===== src/rtl/load_store_buffer.sv =====
// In-order load/store buffer: queues memory ops, snoops the CDB for outstanding operands
// and hands one request at a time to the memory stage, waiting for its done pulse.
module load_store_buffer #(
    parameter int unsigned DEPTH    = 4,
    parameter logic [2:0]  TAG_BASE = 3'd4
) (
    input  logic        clock,
    input  logic        reset_n,
    input  logic        issue_valid,
    input  logic        issue_store,
    input  logic [3:0]  issue_reg,
    input  logic [15:0] issue_imm,
    input  logic [15:0] issue_base_val,
    input  logic [2:0]  issue_base_tag,
    input  logic [15:0] issue_data_val,
    input  logic [2:0]  issue_data_tag,
    output logic        issue_ready,
    input  logic        cdb_valid,
    input  logic [2:0]  cdb_tag,
    input  logic [15:0] cdb_value,
    output logic        key_mem,
    output logic [42:0] instruction,
    input  logic        done
);

    localparam int unsigned PtrW = $clog2(DEPTH);
    localparam int unsigned CntW = PtrW + 1;

    typedef enum logic [1:0] {
        StIdle,
        StSend,
        StWait
    } state_e;

    state_e            state_q, state_d;
    logic [42:0]       instr_q, instr_d;
    logic [PtrW-1:0]   head_q, head_d;
    logic [PtrW-1:0]   tail_q, tail_d;
    logic [CntW-1:0]   count_q, count_d;

    logic [DEPTH-1:0]  valid_q, valid_d;
    logic [DEPTH-1:0]  store_q, store_d;
    logic [3:0]        reg_id_q   [DEPTH];
    logic [3:0]        reg_id_d   [DEPTH];
    logic [15:0]       imm_q      [DEPTH];
    logic [15:0]       imm_d      [DEPTH];
    logic [15:0]       base_val_q [DEPTH];
    logic [15:0]       base_val_d [DEPTH];
    logic [2:0]        base_tag_q [DEPTH];
    logic [2:0]        base_tag_d [DEPTH];
    logic [15:0]       data_val_q [DEPTH];
    logic [15:0]       data_val_d [DEPTH];
    logic [2:0]        data_tag_q [DEPTH];
    logic [2:0]        data_tag_d [DEPTH];

    logic              push;
    logic              pop;
    logic              cdb_live;
    logic              base_hit;
    logic              data_hit;
    logic              head_ready;
    logic [2:0]        head_tag;
    logic [15:0]       head_addr;
    logic [42:0]       head_instr;

    assign issue_ready = (count_q != CntW'(DEPTH));
    assign push        = issue_valid && issue_ready;
    assign key_mem     = (state_q == StSend);
    assign instruction = instr_q;

    // Tag 0 marks an operand with no producer, so a broadcast on tag 0 must never match.
    assign cdb_live = cdb_valid && (cdb_tag != 3'd0);
    assign base_hit = cdb_live && (issue_base_tag == cdb_tag);
    assign data_hit = cdb_live && (issue_data_tag == cdb_tag);

    assign head_tag   = TAG_BASE + 3'(head_q);
    assign head_addr  = base_val_q[head_q] + imm_q[head_q];
    assign head_ready = valid_q[head_q] && (base_tag_q[head_q] == 3'd0) &&
                        (!store_q[head_q] || (data_tag_q[head_q] == 3'd0));

    always_comb begin
        head_instr = {head_tag, 1'b1, store_q[head_q], 2'b00, reg_id_q[head_q], 32'h0};
        if (store_q[head_q]) begin
            head_instr[31:0] = {head_addr, data_val_q[head_q]};
        end else begin
            head_instr[31:0] = {16'h0000, head_addr};
        end
    end

    // Entry storage: CDB snoop first, then the new tail entry, then retirement of the head.
    always_comb begin
        valid_d    = valid_q;
        store_d    = store_q;
        reg_id_d   = reg_id_q;
        imm_d      = imm_q;
        base_val_d = base_val_q;
        base_tag_d = base_tag_q;
        data_val_d = data_val_q;
        data_tag_d = data_tag_q;

        if (cdb_live) begin
            for (int i = 0; i < DEPTH; i++) begin
                if (valid_q[i] && (base_tag_q[i] == cdb_tag)) begin
                    base_val_d[i] = cdb_value;
                    base_tag_d[i] = 3'd0;
                end
                if (valid_q[i] && (data_tag_q[i] == cdb_tag)) begin
                    data_val_d[i] = cdb_value;
                    data_tag_d[i] = 3'd0;
                end
            end
        end

        if (push) begin
            valid_d[tail_q]    = 1'b1;
            store_d[tail_q]    = issue_store;
            reg_id_d[tail_q]   = issue_reg;
            imm_d[tail_q]      = issue_imm;
            base_val_d[tail_q] = base_hit ? cdb_value : issue_base_val;
            base_tag_d[tail_q] = base_hit ? 3'd0 : issue_base_tag;
            // Loads never wait on store data, so their data tag is forced clear.
            data_val_d[tail_q] = (issue_store && data_hit) ? cdb_value : issue_data_val;
            data_tag_d[tail_q] = (issue_store && !data_hit) ? issue_data_tag : 3'd0;
        end

        if (pop) begin
            valid_d[head_q] = 1'b0;
        end
    end

    always_comb begin
        head_d  = head_q;
        tail_d  = tail_q;
        count_d = count_q;
        if (push) begin
            tail_d = tail_q + 1'b1;
        end
        if (pop) begin
            head_d = head_q + 1'b1;
        end
        case ({push, pop})
            2'b10:   count_d = count_q + 1'b1;
            2'b01:   count_d = count_q - 1'b1;
            default: count_d = count_q;
        endcase
    end

    always_comb begin
        state_d = state_q;
        instr_d = instr_q;
        pop     = 1'b0;
        case (state_q)
            StIdle: begin
                instr_d = '0;
                if ((count_q != '0) && head_ready) begin
                    state_d = StSend;
                    instr_d = head_instr;
                end
            end
            StSend: begin
                state_d = StWait;
            end
            StWait: begin
                if (done) begin
                    state_d = StIdle;
                    instr_d = '0;
                    pop     = 1'b1;
                end
            end
            default: begin
                state_d = StIdle;
                instr_d = '0;
            end
        endcase
    end

    always_ff @(posedge clock or negedge reset_n) begin
        if (!reset_n) begin
            state_q <= StIdle;
            instr_q <= '0;
            head_q  <= '0;
            tail_q  <= '0;
            count_q <= '0;
            valid_q <= '0;
            store_q <= '0;
        end else begin
            state_q <= state_d;
            instr_q <= instr_d;
            head_q  <= head_d;
            tail_q  <= tail_d;
            count_q <= count_d;
            valid_q <= valid_d;
            store_q <= store_d;
        end
    end

    // Payload is qualified by valid_q, so it needs no reset.
    always_ff @(posedge clock) begin
        reg_id_q   <= reg_id_d;
        imm_q      <= imm_d;
        base_val_q <= base_val_d;
        base_tag_q <= base_tag_d;
        data_val_q <= data_val_d;
        data_tag_q <= data_tag_d;
    end

endmodule


===== config.mk =====
export PLATFORM = sky130hd
export DESIGN_NAME = load_store_buffer
export DESIGN_NICKNAME = d
export VERILOG_FILES = /design/src/rtl/load_store_buffer.sv
export SDC_FILE = /design/constraint.sdc
export NUM_CORES = 1
export LEC_CHECK = 0
export CAP_MARGIN = 20
export CELL_PAD_IN_SITES_DETAIL_PLACEMENT = 1
export CELL_PAD_IN_SITES_GLOBAL_PLACEMENT = 2
export CORE_MARGIN = 2
export CORE_UTILIZATION = 38
export CTS_CLUSTER_SIZE = 24
export DETAILED_ROUTE_END_ITERATION = 10
export PLACE_DENSITY = 0.82
export SETUP_SLACK_MARGIN = 0.02
export SLEW_MARGIN = 20
export SYNTH_ARGS = -nofsm -noshare
export SYNTH_HDL_FRONTEND = slang
export SYNTH_SLANG_ARGS = --single-unit

===== constraint.sdc =====
create_clock -name clock -period 3.9 [get_ports clock]
set_input_delay 0.78 -clock clock [delete_from_list [all_inputs] [get_ports clock]]
set_output_delay 0.78 -clock clock [all_outputs]
set_load 0.05 [all_outputs]

# Word level (Yosys, flattened, before mapping)
# Cells that the tools add are included.
[op_classes]
addsub = 6
mul = 0
n_div = 0
n_lt_le_gt_ge = 7
n_eq_ne = 17
shift = 0
mux = 79
n_bitwise = 6
n_reduce_logical = 31
[op_table]
columns = ["op", "n"]
rows = [
  ["2-to-1 mux 16 bit", 17],
  ["2-to-1 mux 64 bit", 4],
  ["bitwise mux 64 bit", 3],
  ["one-hot mux 43 bit (3 select lines)", 1],
  ["binary-select mux 16 bit (select 2 bit)", 3],
  ["2-to-1 mux 43 bit", 2],
  ["2-to-1 mux 12 bit", 4],
  ["2-to-1 mux 3 bit", 15],
  ["demux 16 bit (select 2 bit)", 1],
  ["2-to-1 mux 32 bit", 1],
  ["== test 3 bit", 10],
  ["bitwise mux 12 bit", 2],
  ["logical AND 1 bit", 20],
  ["2-to-1 mux 4 bit", 5],
  ["adder 16 bit", 1],
  ["bitwise mux 16 bit", 1],
  ["binary-select mux 3 bit (select 2 bit)", 2],
  ["binary-select mux 4 bit (select 2 bit)", 1],
  ["demux 4 bit (select 2 bit)", 1],
  ["demux 3 bit (select 2 bit)", 1],
  [">= comparator 3 bit (second input constant)", 2],
  ["zero test 3 bit", 2],
  ["less-than comparator 2 x 3 -> 1 bit (second input constant)", 2],
  ["2-to-1 mux 1 bit", 6],
  ["other kinds (27)", 39],
]
[totals]
ff_bits = 292
latchBits = 0
ramBits = 0
romBits = 0
input_bits = 83
word_cells = 177
mem_count = 0

# Logic depth before layout (Yosys ltp)
# Gate-level depths: netlist of the first run.
[logic_depth]
word_depth = 10
depth_mapped = 12
ltp_nobuf = 9

# Worst setup path after synthesis of the first run
# No wires, ideal clock.
[synth_path]
path_kind = "reg-to-reg"
start = "register head_q[0]"
end = "register instr_q[12] (netlist: instruction[12])"
arrival_time_ps = 3389
required_time_ps = 3805
path_slack_ps = 416
stages_incl_launch_ff = 13
period_less_slack_ps = 3484
cell_sequence = "dfrtp_1 buf_2 buf_2 buf_2 mux4_2 ha_1 fa_1 a21oi_1 o211ai_1 a31oi_1 o21ai_0 xnor2_1 o31ai_1"
[synth_via]
elab_chain_cells = 10
elab_cells_between_ends = 31
[synth_lines]
columns = ["element", "line_no", "text"]
rows = [
  ["start, declared", "37", "logic [PtrW-1:0] head_q, head_d;"],
  ["start signal, assigned", "181", "head_q <= '0;"],
  ["start signal, assigned", "189", "head_q <= head_d;"],
  ["branches (longest 8 deep; another with adder 16 bit)", "-", ""],
  ["2-to-1 mux 43 bit *", "155", "if ((count_q != '0) && head_ready) begin"],
  ["one-hot mux 43 bit (3 select lines) *", "152", "case (state_q)"],
  ["end signal, assigned", "188", "instr_q <= instr_d;"],
  ["end, declared", "36", "logic [42:0] instr_q, instr_d;"],
]
# Mark *: on every way between the ends. The select of a mux whose other input is x is not followed.
# A chain may end at the register's enable or synchronous reset.

# Final worst setup path of the first run
[layout_path]
start = "register head_q[0]"
end = "register instr_q[14] (netlist: instruction[14])"
# The elaborated chain is that of the path after synthesis.

==> results.md, run 1 <==
- Peak supply drop: 0.000451 V
- Top post-synthesis cells by area: dfxtp_1 24%, edfxtp_1 19%, dfrtp_1 11%
- Drt pass-1 iters: 5
- Max-Cap Viols: 0
- CP top delay family: compound AO/OA/AOI/OAI gates
- Area grow syn2layout: 22.1%
- Number of synthesized register bits: a little under 300
- N_diodes: 0
- FP Rows: 66
- Clock Skew: approximately 0.014 ns
- GRT overflow: 0
- Largest net degree at the start of global routing: 58
- Cts hold-fix bufs: 0
- Slowest cell on crit path: dfrtp_4
- Max frequency: roughly 300 MHz
- RD Place Congestion: approximately 0.85
- Post-synth top area cell: dfxtp_1
- Max-slew headroom: 0.371
- Detail Route Antenna Nets: 0
- Setup crit end kind: flop
- CTS sink count: roughly 290
- Setup TNS: 0 ns
- First-pass GRT wire length: between 60 and 70 mm
- PwrDens: slightly below 1000 nW/µm²
- Total CTS buffers: 34
- Buf+Inv Stages, Crit Path: 0
- Starting Density: 0.388
- Worst-path cell chain: mux4_2 -> ha_1 -> fa_1 -> a21oi_1 -> o211ai_1 -> a31oi_1 -> o31ai_1 -> xnor2_1 -> o21ai_0
- Core Util, Final: 0.473
- Routed len/inst: between 20 and 25 µm
- Sequential fraction of the synthesis area: 0.540
- Vias in the first global route: about 10000
- Max incr delay on CP: ~0.64 ns
- RR Startpoint: head_q[0]
- Leak: around 0.0060 µW
- Initial antenna violation count: 0
- Number of synthesized flops with an enable pin: 80
- Share of layout cells above drive strength 1: 0.140
- Least-Margin Pin Slew: roughly 0.94 ns
- Final hold vios: 0
- Ratio of final minimum period to clock period: 0.860
- Worst-Skew Late Latency: roughly 0.51 ns
- Clock transition at path regs: 0.06 ns
- PostCTS Resize Cnt: 0
- Die Area: ~35000 µm²
- Slew Viols, Final: 0
- CTS tree: yes
- Async set-reset flop share out of synthesis: 0.197
- DRT Wirelength: between 40 and 50 mm
- Max Fanout on Critical Path: 17
- Count of cell types in the netlist: between 50 and 60
- Final setup fails: 0
- Gate Count Post-Synth: between 1000 and 1500
- WHS: 0.460 ns
- Hold Crit Class: in2async
- Via density: about 5.6
- Setup CP Type: reg2reg
- Yosys top cell area share: 0.239
- Nets@finish: around 1400
- Starting DRT DRC Count: ~700
- IO buf count: about 130
- DRC errors left: 0
- Top_reg_cell synth: dfxtp_1
- Maximum clock insertion buffer count: 3
- Worst setup SP type: flop
- GRT Overall Usage: 0.229
- Crit path from: head_q[0]
- Post-CTS setup buffers: 0
- CTS H-Tree Depth: 2
- Synth warn: 0
- Synthesized cell area: between 10000 and 15000 µm²
- Die height: 187 µm
- CP required: between 4 and 5 ns
- Fillcell total: 3512
- # IOs: 128
- Root buf cell: clkbuf_16
- Avg Inst Size Synth: ~11 µm²
- Dpl hpwl: roughly 28 mm
- Min cycle time layout: around 3.4 ns
- RSZ-0062 raised after global routing: false
- Status: complete, no violations
- Critical Path AT: about 3.7 ns
- Total number of vias: a little under 10000
- Placeable Area: 32800 µm²
- Horiz. Die Dim: between 150 and 200 µm
worst reg2reg max path: stages, from the launching register on:
cell      delay (ns)
dfrtp_4         0.64
mux4_2          0.55
ha_1            0.25
fa_1            0.47
a21oi_1         0.29
o211ai_1        0.16
a31oi_1         0.35
o31ai_1         0.15
xnor2_1         0.22
o21ai_0         0.15
metrics by stage:
stage               instances  power [µW]  area, µm²  setup WS, ns
floorplan                1122        9810      12700         0.416
global placement         1655       11900      14400         0.593
detailed placement       1655       12100      14400         0.562
CTS                      1717       15300      15500         0.548
global route             1717       16200      15500         0.314
finish                   1717       15200      15500         0.545
cell usage in the layout, fill, tap and decap left out, types with 9 or more instances in the layout:
cell and n:
a32oi_1 9, o22ai_1 76, a22oi_1 63, xor2_1 35, inv_1 38, nand3_1 25
a22o_1 10, clkinv_2 10, buf_4 37, nand2_1 48, xnor2_1 18, o21ai_1 40
nor2_1 144, edfxtp_1 80, dfxtp_1 152, clkdlybuf4s50_1 124, a21oi_1 16, clkbuf_16 37
dfrtp_1 55, o21ai_0 69, ha_1 24, mux4_2 52
metal layers:
metal | GRT usage | wire, µm | vias to the layer above
met1 | 0.309 | 17700 | 4940
met3 | 0.0334 | 2030 | 72
met2 | 0.377 | 19100 | 290
li1 | - | - | 4397
met4 | 0.0794 | 1340 | 0
met5 | 0 | 0 | -
synthesized netlist by cell type, types with 5 or more instances:
| master | number |
|---|---|
| inv_1 | 38 |
| buf_4 | 9 |
| o22ai_1 | 76 |
| dfrtp_1 | 57 |
| o21ai_1 | 40 |
| nand3_1 | 25 |
| inv_2 | 5 |
| dfxtp_1 | 152 |
| xnor2_1 | 18 |
| a22oi_1 | 63 |
| mux2i_1 | 6 |
| nand2_1 | 48 |
| xor2_1 | 35 |
| buf_6 | 8 |
| o31ai_1 | 7 |
| or2_2 | 5 |
| a22o_1 | 10 |
| nor2_1 | 144 |
| clkbuf_1 | 30 |
| o21ai_0 | 69 |
| a21oi_1 | 16 |
| mux2_2 | 5 |
| mux4_2 | 52 |
| and2_1 | 6 |
| ha_1 | 24 |
| a32oi_1 | 9 |
| buf_2 | 21 |
| edfxtp_1 | 80 |
final timing paths:
path	to	slack, ns	cells past startpoint
max in group asynchronous	head_q[0]	2.81	2
worst min-delay path	instruction[30]	0.46	2
min in group clock	base_val_q[1]	0.48	2
worst min register to register	base_val_q[1]	0.48	2
worst max register to register	instruction[14]	0.54	9
worst max-delay path	instruction[14]	0.54	9
power by group:
part / total [µW] / internal, µW / switching, µW
Sequential: 5010 / 4280 / 727
Combinational: 7030 / 2880 / 4150
Clock: 3180 / 1920 / 1270
Total: 15200 / 9080 / 6140
logic make-up (layout without fill, tap and decap cells):
| family | Yosys count | after routing | share of synthesized area |
|---|---|---|---|
| compound gates | 310 | 310 | 0.154 |
| flops | 289 | 289 | 0.540 |
| simple gates | 261 | 261 | 0.0921 |
| buf+inv | 114 | 267 | 0.0440 |
| mux | 67 | 67 | 0.106 |
| xor+xnor | 53 | 53 | 0.0365 |
| fa+ha+maj | 26 | 26 | 0.0268 |
| other cells | 1 | 2 | 0.000295 |
flip-flops by register name, indices dropped and copies added, names as in the netlist, 3 cells and up:
signal	count
base_val_q	64
data_val_q	64
imm_q	64
instruction	40
reg_id_q	16
base_tag_q	12
data_tag_q	12
store_q	4
valid_q	4
count_q	3
layout make-up:
type	count	area, µm²	area share
tap	442	553	0.0356
sequential	289	6880	0.443
multi-input combinational	719	5290	0.341
clock buffer	41	941	0.0606
clock inverter	21	175	0.0113
inverter	43	161	0.0104
timing repair buffer	162	1520	0.0982
(Power assumes the default switching activity.)
==> run 2, diff against run 1 <==
--- a/config.mk
+++ b/config.mk
@@ -10,7 +10,6 @@
 export CELL_PAD_IN_SITES_GLOBAL_PLACEMENT = 2
 export CORE_MARGIN = 2
 export CORE_UTILIZATION = 38
-export CTS_CLUSTER_SIZE = 24
 export DETAILED_ROUTE_END_ITERATION = 10
 export PLACE_DENSITY = 0.82
 export SETUP_SLACK_MARGIN = 0.02
==> run 2 against run 1 <==
Effect of this change: combinational power is essentially flat; die area did not move; first-iteration DRC count fell by 5.8%; sequential power is essentially flat; critical path depth unchanged; flip-flop and latch count is the same; power hardly changed; wire length down 0.26%; count of clock-buffer cells in the layout is the same; setup slack got worse by 0.034 ns; hold slack worse by 0.0066 ns; cell count stayed put; critical path type unchanged; largest power group unchanged.
==> results.md, run 2 (synthesis results as in run 1) <==
- N_diodes: 0 (unchanged)
- Largest net degree at the start of global routing: 58 (unchanged)
- Fillcell total: 3511 (-0.028%)
- Post-CTS setup buffers: 0 (unchanged)
- Share of layout cells above drive strength 1: 0.139 (-0.000784)
- Horiz. Die Dim: 187 µm (unchanged)
- DRC errors left: 0 (unchanged)
- Least-Margin Pin Slew: 0.924 ns (-0.0197 ns)
- Footprint of the multi-input gates: 5290 µm² (unchanged)
- First-pass GRT wire length: 61.9 mm (-0.11%)
- Leak: 0.00604 µW (-0.17%)
- Maximum clock insertion buffer count: 3 (unchanged)
- Hold Crit Class: in2async
- Clock transition at path regs: 0.06 ns (about the same)
- Drt pass-1 iters: 5 (unchanged)
- Ratio of final minimum period to clock period: 0.869 (+0.00869)
- Routed len/inst: 23.3 µm (-0.26%)
- Starting DRT DRC Count: 651 (-5.8%)
- RD Place Congestion: 0.847 (unchanged)
- Min cycle time layout: 3.39 ns (+0.0339 ns)
- PostCTS Resize Cnt: 0 (unchanged)
- Leading cell type in the layout, fill and taps excluded: dfxtp_1
- Max-Cap Viols: 0 (unchanged)
- Critical Path AT: 3.75 ns (+0.03 ns)
- Detail Route Antenna Nets: 0 (unchanged)
- Worst setup path end: instruction[14]
- Max frequency: 295 MHz (-1.0%)
- Metal3 WL: 2.27 mm (+12%)
- Root buf cell: clkbuf_16
- Die Area: 34900 µm² (unchanged)
- RR Startpoint: head_q[0]
- Final setup fails: 0 (unchanged)
- Total number of vias: 9692 (-0.072%)
- Post-Place Cells: 1655 (unchanged)
- CTS tree: yes
- CTS H-Tree Depth: 2 (unchanged)
- Status: complete, no violations
- Worst setup SP type: flop
- Die height: 187 µm (unchanged)
- Starting Density: 0.388 (unchanged)
- Worst-Skew Late Latency: 0.51 ns (about the same)
- DRT Wirelength: 40.1 mm (-0.26%)
- Via density: 5.64 (about the same)
- IO buf count: 125 (unchanged)
- Place WS: 0.562 ns (unchanged)
- GRT overflow: 0 (unchanged)
- Vias in the first global route: 10200 (-0.17%)
- Setup TNS: 0 ns (unchanged)
- Worst r2r dst: instruction[14]
- GRT Overall Usage: 0.229 (+0.000510)
- Most frequent cells in the layout: 152 x dfxtp_1, 144 x nor2_1, 124 x clkdlybuf4s50_1
- R2R Setup Slk: 0.51 ns (-0.03 ns)
- Dpl hpwl: 27.5 mm (unchanged)
- Total CTS buffers: 34 (unchanged)
- Cts hold-fix bufs: 0 (unchanged)
- CP required: 4.26 ns (about the same)
- PwrDens: 981 nW/µm² (about the same)
- Peak supply drop: 0.000482 V (+6.8%)
- Post-layout instance count excluding filler cells: 1717 (unchanged)
- Final WS setup: 0.511 ns (-0.0339 ns)
- Initial antenna violation count: 0 (unchanged)
- Setup crit end kind: flop
- Register area: 6880 µm² (unchanged)
- Met1 wire length: 17.4 mm (-1.8%)
- R2R cell count: 9 (unchanged)
- Nets@finish: 1358 (unchanged)
- CTS sink count: 289 (unchanged)
- Placeable Area: 32800 µm² (unchanged)
- Biggest regs: base_val_q: 64 flops, data_val_q: 64 flops, imm_q: 64 flops
- Slew Viols, Final: 0 (unchanged)
- FP Rows: 66 (unchanged)
- Max-slew headroom: 0.384 (+0.0131)
- # IOs: 128 (unchanged)
- Crit path from: head_q[0]
- Top Metal Used: met4
- Area grow syn2layout: 22.1% (unchanged)
- Clock Skew: 0.0166 ns (+0.00290 ns)
- Met2 WL: 19.0 mm (-0.22%)
- Setup CP Type: reg2reg
- Max Fanout on Critical Path: 17 (unchanged)
- Final hold vios: 0 (unchanged)
- RSZ-0062 raised after global routing: false
[run 2: final cells by class]
cell class | instances | area share
clock buffers | 41 | 0.0606
clock inverters | 21 | 0.0113
inverters | 43 | 0.0104
multi-input cells | 719 | 0.341
flip-flops and latches | 289 | 0.443
well taps | 442 | 0.0356
repair buffers | 162 | 0.0982
[run 2: critical path, stage by stage (launching register included)]
cell,delay [ns]
dfrtp_4,0.64
mux4_2,0.55
ha_1,0.24
fa_1,0.47
a21oi_1,0.29
o211ai_1,0.17
a31oi_1,0.35
o31ai_1,0.15
xnor2_1,0.22
o21ai_0,0.16
[run 2: how the worst min path moves through the flow]
stage | from | end | slack [ns] | cells past startpoint
after floorplan | base_val_q[16] | base_val_q[16] | 0.44 | 2
after global placement | base_val_q[33] | base_val_q[33] | 0.46 | 2
after detailed placement | base_val_q[35] | base_val_q[35] | 0.47 | 2
after CTS | reset_n | instruction[7] | 0.48 | 2
after global routing | reset_n | instruction[30] | 0.50 | 2
final | reset_n | instruction[30] | 0.45 | 2
[run 2: metrics by stage]
stage	total power [µW]	area [µm²]	utilization	hold slack, ns
after floorplan	9810	12700	-	0.443
after global placement	11900	14400	0.439	0.456
after detailed placement	12100	14400	0.439	0.468
after CTS	15300	15500	0.473	0.475
after global routing	16200	15500	0.473	0.498
final	15200	15500	0.473	0.453
[run 2: report_power, final]
group / internal (µW) / total (µW) / switching (µW)
clock: 1920 / 3180 / 1270
combinational: 2880 / 7020 / 4150
sequential: 4280 / 5010 / 729
[run 2: per-layer routing]
layer,GRT usage,vias to the layer above
met5,0,-
met4,0.0827,0
met3,0.0349,71
met2,0.378,310
met1,0.308,4911
li1,-,4400
==> run 3, diff against run 2 <==
--- a/config.mk
+++ b/config.mk
@@ -5,7 +5,7 @@
 export SDC_FILE = /design/constraint.sdc
 export NUM_CORES = 1
 export LEC_CHECK = 0
-export CAP_MARGIN = 20
+export CAP_MARGIN = 10
 export CELL_PAD_IN_SITES_DETAIL_PLACEMENT = 1
 export CELL_PAD_IN_SITES_GLOBAL_PLACEMENT = 2
 export CORE_MARGIN = 2
==> results of run 3 <==
The final DEF is identical to that of run 2; final timing and power are the same.
